### config.mk
export PLATFORM = sky130hd
export DESIGN_NAME = fifo_prog_sync
export DESIGN_NICKNAME = d
export VERILOG_FILES = /design/src/rtl/fifo_pkg.sv /design/src/rtl/fifo_wrap_ptr.sv /design/src/rtl/fifo_prog_sync.sv
export SDC_FILE = /design/constraint.sdc
export NUM_CORES = 1
export LEC_CHECK = 0
export ABC_AREA = 1
export BUFFER_PORTS_ARGS = -buffer_cell sky130_fd_sc_hd__clkbuf_2
export CELL_PAD_IN_SITES_DETAIL_PLACEMENT = 1
export CELL_PAD_IN_SITES_GLOBAL_PLACEMENT = 2
export CORE_AREA = 10 10 164 128
export CTS_CLUSTER_SIZE = 24
export DETAILED_ROUTE_END_ITERATION = 16
export DIE_AREA = 0 0 174 138
export MAX_ROUTING_LAYER = met4
export PLACE_DENSITY_LB_ADDON = 0.08
export SYNTH_ARGS = -nofsm -noshare
export SYNTH_HDL_FRONTEND = slang
export SYNTH_SLANG_ARGS = --single-unit
### constraint.sdc
create_clock -name clk -period 1.91 [get_ports clk]
set_input_delay 0.191 -clock clk [delete_from_list [all_inputs] [get_ports clk]]
set_output_delay 0.191 -clock clk [all_outputs]
set_load 0.05 [all_outputs]
### src/rtl/fifo_pkg.sv
`default_nettype none
// ============================================================================
//  Module      : fifo_pkg
//  Description : Shared sizing helpers and the handshake response record
//                for the programmable synchronous FIFO.
//  Revision    : 1.0  initial release
// ============================================================================
package fifo_pkg;

   // Width needed to hold an occupancy of 0..depth inclusive.
   function automatic int calc_cnt_w(input int depth);
      return $clog2(depth + 1);
   endfunction

   // Width of a pointer that runs 0..depth-1; never narrower than one bit.
   function automatic int calc_ptr_w(input int depth);
      return (depth > 1) ? $clog2(depth) : 1;
   endfunction

   // Per-request handshake response, valid the cycle after the request edge.
   typedef struct packed {
      logic wr_ack;
      logic overflow;
      logic underflow;
   } fifo_resp_t;

endpackage : fifo_pkg
`default_nettype wire

### src/rtl/fifo_wrap_ptr.sv
`default_nettype none
// ============================================================================
//  Module      : fifo_wrap_ptr
//  Description : Enable-driven pointer counter 0..DEPTH-1 with synchronous
//                clear. Wraps by explicit compare so DEPTH need not be a
//                power of two.
//  Revision    : 1.0  initial release
// ============================================================================
module fifo_wrap_ptr
   import fifo_pkg::*;
#(
   parameter int   DEPTH = 8,
   localparam int  PTR_W = calc_ptr_w(DEPTH)
) (
   input  logic             clk,
   input  logic             rst_n,
   input  logic             clr,
   input  logic             en,
   output logic [PTR_W-1:0] ptr
);

   localparam logic [PTR_W-1:0] c_LAST = PTR_W'(DEPTH - 1);
   localparam logic [PTR_W-1:0] c_ONE  = PTR_W'(1);

   logic [PTR_W-1:0] r_ptr;

   // Advance on enable, returning to 0 after the last valid index.
   always_ff @(posedge clk or negedge rst_n) begin
      if (!rst_n) begin
         r_ptr <= '0;
      end else if (clr) begin
         r_ptr <= '0;
      end else if (en) begin
         r_ptr <= (r_ptr == c_LAST) ? '0 : (r_ptr + c_ONE);
      end
   end

   assign ptr = r_ptr;

endmodule : fifo_wrap_ptr
`default_nettype wire

### src/rtl/fifo_prog_sync.sv
`default_nettype none
// ============================================================================
//  Module      : fifo_prog_sync
//  Description : Single-clock FIFO of arbitrary depth with programmable
//                almost-full/almost-empty thresholds, occupancy count,
//                registered handshake responses and synchronous flush.
//  Revision    : 1.0  initial release
// ============================================================================
module fifo_prog_sync
   import fifo_pkg::*;
#(
   parameter int   FIFO_WIDTH = 16,
   parameter int   FIFO_DEPTH = 8,
   localparam int  CNT_W      = calc_cnt_w(FIFO_DEPTH)
) (
   input  logic                  clk,
   input  logic                  rst_n,
   input  logic                  flush,
   input  logic [FIFO_WIDTH-1:0] data_in,
   input  logic                  wr_en,
   input  logic                  rd_en,
   input  logic [CNT_W-1:0]      afull_thresh,
   input  logic [CNT_W-1:0]      aempty_thresh,
   output logic [FIFO_WIDTH-1:0] data_out,
   output logic                  wr_ack,
   output logic                  overflow,
   output logic                  underflow,
   output logic                  full,
   output logic                  empty,
   output logic                  almostfull,
   output logic                  almostempty,
   output logic [CNT_W-1:0]      count
);

   localparam int               c_PTR_W = calc_ptr_w(FIFO_DEPTH);
   localparam logic [CNT_W-1:0] c_DEPTH = CNT_W'(FIFO_DEPTH);
   localparam logic [CNT_W-1:0] c_ONE   = CNT_W'(1);

   logic [FIFO_WIDTH-1:0] r_mem [FIFO_DEPTH];
   logic [FIFO_WIDTH-1:0] r_data_out;
   logic [CNT_W-1:0]      r_count;
   fifo_resp_t            r_resp;
   logic [c_PTR_W-1:0]    w_wr_ptr;
   logic [c_PTR_W-1:0]    w_rd_ptr;
   logic                  w_wr_go;
   logic                  w_rd_go;

   // Acceptance is judged on the pre-edge count; flush suppresses both sides.
   assign w_wr_go = wr_en && !flush && (r_count != c_DEPTH);
   assign w_rd_go = rd_en && !flush && (r_count != '0);

   fifo_wrap_ptr #(.DEPTH(FIFO_DEPTH)) u_wr_ptr (
      .clk   (clk),
      .rst_n (rst_n),
      .clr   (flush),
      .en    (w_wr_go),
      .ptr   (w_wr_ptr)
   );

   fifo_wrap_ptr #(.DEPTH(FIFO_DEPTH)) u_rd_ptr (
      .clk   (clk),
      .rst_n (rst_n),
      .clr   (flush),
      .en    (w_rd_go),
      .ptr   (w_rd_ptr)
   );

   // Storage is never cleared; only accepted writes touch it.
   always_ff @(posedge clk) begin
      if (w_wr_go) begin
         r_mem[w_wr_ptr] <= data_in;
      end
   end

   // Read data register holds its value unless a read is accepted.
   always_ff @(posedge clk or negedge rst_n) begin
      if (!rst_n) begin
         r_data_out <= '0;
      end else if (w_rd_go) begin
         r_data_out <= r_mem[w_rd_ptr];
      end
   end

   // Occupancy: a concurrent accepted read and write cancel out.
   always_ff @(posedge clk or negedge rst_n) begin
      if (!rst_n) begin
         r_count <= '0;
      end else if (flush) begin
         r_count <= '0;
      end else begin
         case ({w_wr_go, w_rd_go})
            2'b10:   r_count <= r_count + c_ONE;
            2'b01:   r_count <= r_count - c_ONE;
            default: r_count <= r_count;
         endcase
      end
   end

   // One-cycle handshake responses; a write dropped by flush is not an overflow.
   always_ff @(posedge clk or negedge rst_n) begin
      if (!rst_n) begin
         r_resp <= '0;
      end else if (flush) begin
         r_resp <= '0;
      end else begin
         r_resp.wr_ack    <= w_wr_go;
         r_resp.overflow  <= wr_en && !w_wr_go;
         r_resp.underflow <= rd_en && !w_rd_go;
      end
   end

   assign data_out    = r_data_out;
   assign wr_ack      = r_resp.wr_ack;
   assign overflow    = r_resp.overflow;
   assign underflow   = r_resp.underflow;
   assign count       = r_count;
   assign full        = (r_count == c_DEPTH);
   assign empty       = (r_count == '0);
   assign almostfull  = (r_count >= afull_thresh);
   assign almostempty = (r_count <= aempty_thresh);

endmodule : fifo_prog_sync
`default_nettype wire

==> run_results.csv <==
group,metric,value,unit
global_routing,grt_pass1_vias,4557,
cts,numCtsBuffers,17,
critical_path,worstPathRequired,1.72,ns
drt,drt_iter0_markers,242,
cells_and_area,fin_util,45.0,%
cells_and_area,final_cell_mix,"edfxtp_1 (128), nor2_1 (69), o21ai_0 (67)",
critical_path,worst-path-buf-inv,3,
critical_path,critical-path-slowest-cell,"dfrtp_2",
placement,dp_hpwl,10500,um
worst_hold_path,hp-class,"in2reg",
floorplanning,rows,43,
sta,setup_ws,-0.0380,ns
floorplanning,core_area,18000,um2
synth,seq_area_frac_synth,71.2,%
floorplanning,start_util,35.7,%
cells_and_area,instances_no_fill,860,
cells_and_area,antenna_cells,0,
floorplanning,ios,56,
cts,clkSinkCount,157,
sta,tightestPinTransition,0.670,ns
cells_and_area,area_growth,26.0,%
critical_path,max_stage_delay,0.42,ns
critical_path,cp_cell_sequence,"buf_6, ha_4, inv_2, nor2_2, o21bai_1, nand2_1, o21ai_2, buf_8",
cts,cts_tree,"done",
synth,ys_async_sr_fraction,18.5,%
drt,detail_route.first_pass.iterations,5,
sta,skew,0.0115,ns
synth,ys_seq_elements,157,
synth,synth_warnings,0,
critical_path,cpLargestDelayFamily,"flip-flops",
sta,drv_slew,0,
sta,slew_headroom,55.3,%
sta,setup_viol,2,
run_status,run_status,"finished, violations left",
placement,placed_cell_area,7260,um2
cells_and_area,nets,643,
global_routing,gr-total-overflow,0,
cts,clk_transition_reported_paths,0.07,ns
sta,clock.fmax,513,MHz
placement,io_buffers,55,
cts,cts_root_buf,"clkbuf_16",
run,cap_violations,0,
placement,dp_cells,819,
cells_and_area,n_fill_cell,1914,
global_routing,antenna_found_initial,0,
critical_path,crit_path_end_kind,"output pin",
power_and_ir_drop,ir_worst_vdd,794,uV
placement,gp_congestion,0.770,
sta,rsz0062_at_grt,"true",
synth,netlist_instances,515,
synth,synth_flop_cell,"edfxtp_1",
drt,ant_nets,0,
synth,syn_nets,558,
power_and_ir_drop,powerDensity,1390,nW/um2
cells_and_area,drive_gt1_share,27.6,%
synth,synthDistinctLibCells,29,
critical_path,critPathLaunchType,"register",
drt,post_drt_wl_per_cell,20.0,um
synth,synth_edf_count,128,
power_and_ir_drop,total_leakage_power,3.11,nW
cells_and_area,ff_latch_area,4580,um2
sta,hold_violations,0,
power_and_ir_drop,total_power,11.2,mW
cts,clk_latency,0.43,ns
synth,syn_avg_cell_area,12.5,um2
global_routing,grt_use_total,15.0,%
global_routing,grt_max_degree,33,
cts,htree_levels,4,
sta,min_period_over_period,102,%
critical_path,crit_type,"reg2out",
floorplanning,fp.dieW,174,um
floorplanning,die_y,138,um
critical_path,arrival,1.76,ns
global_routing,grt_pass1_wl,26800,um
critical_path,crit_fanout,3,
cts,clock_path_buffers,2,
cells_and_area,multi_input_area,1750,um2
cells_and_area,fin_area,8090,um2
critical_path,regToRegSetupSlack,0.04,ns
sta,period_minus_slack,1.95,ns
drt,wl,17200,um
drt,remaining_drc_errors,0,
drt,vias,4309,
synth,syn-cell-area,6420,um2
cells_and_area,final_common_cell,"edfxtp_1",
placement,pre_cts_ws,0.0902,ns
floorplanning,dieArea,24000,um2
run_status,failed_checks,"negative setup slack",
drt,viasPerCell,5.01,
-- repair_timing --
item | 4_1_cts | 5_1_grt
setup endpoints to repair | 2 | 134
buffers inserted | 5 | 2
hold buffers | 2 | 0
cloned | 0 | 0
hold endpoints to repair | 21 | 0
pin swaps | 2 | 5
gates resized for setup | 16 | 19
-- power breakdown --
part | total [mW] | internal (mW) | switching (mW)
Clock | 3.47 | 2.09 | 1.38
Sequential | 4.20 | 4.04 | 0.162
Combinational | 3.54 | 1.09 | 2.45
Total | 11.2 | 7.22 | 3.99
-- through the flow --
step | hold WS, ns | TNS [ns]
2_1_floorplan | -0.105 | -5.30
3_3_place_gp | 0.269 | 0
3_5_place_dp | 0.277 | 0
4_1_cts | 0.0155 | -0.0847
5_1_grt | 0.0408 | -0.246
6_report | 0.0283 | -0.0449
-- final timing paths --
kind | startpoint | end | cells past startpoint
worst max-delay path | count[1] | almostempty | 8
worst min-delay path | rd_en | underflow | 3
worst max register to register | count[1] | count[3] | 13
worst min register to register | data_out[0] | data_out[0] | 2
max in group asynchronous | rst_n | data_out[14] | 3
min in group asynchronous | rst_n | data_out[0] | 2
-- registers in the layout, indices dropped and copies added, names as in the netlist --
name / count
u_rd_ptr.ptr: 3
data_out: 16
r_mem: 128
u_wr_ptr.ptr: 3
underflow: 1
wr_ack: 1
count: 4
overflow: 1
-- worst min-delay path, delay by kind of cell --
kind          cells  cell delay, ns
simple gates      2            0.13
buf+inv           1            0.10
-- metal layers --
| metal | track usage (%) | routed length [um] | vias up |
|---|---|---|---|
| li1 | - | - | 2032 |
| met2 | 23.0 | 8150 | 61 |
| met1 | 19.7 | 8310 | 2203 |
| met4 | 4.45 | 223 | 0 |
| met5 | - | 0 | - |
| met3 | 2.88 | 549 | 13 |
-- cells by family after synthesis --
family	after synthesis	synth area share (%)
buffers and inverters	57	3.70
AND/OR/NAND/NOR	159	10.2
AO/OA/AOI/OAI	127	12.1
flip-flops	157	71.2
adder cells (fa/ha/maj)	14	2.73
XOR/XNOR	1	0.136
-- cell usage after synthesis (3+ instances only) --
master    instances  share of area [%]
buf_2             4               0.31
buf_4             3               0.35
clkbuf_1         18                1.1
dfrtp_1          29                 11
edfxtp_1        128                 60
ha_1             14                2.7
inv_1            26                1.5
inv_2             5               0.29
nand2_1          61                3.6
nand2_2           4               0.39
nand3_1           6               0.47
nor2_1           79                4.6
o211ai_1         17                2.0
o21ai_0          69                5.4
o21ai_1           3               0.23
o221ai_1         16                2.2
o22ai_1          17                1.7
-- cell type report --
type | instances | area share (%)
timing repair buffer | 92 | 8.96
sequential | 157 | 56.6
clock buffer | 18 | 5.43
clock inverter | 14 | 2.06
tap | 247 | 3.82
inverter | 31 | 1.47
multi-input combinational | 301 | 21.7
Power figures use the tool's default switching activity.
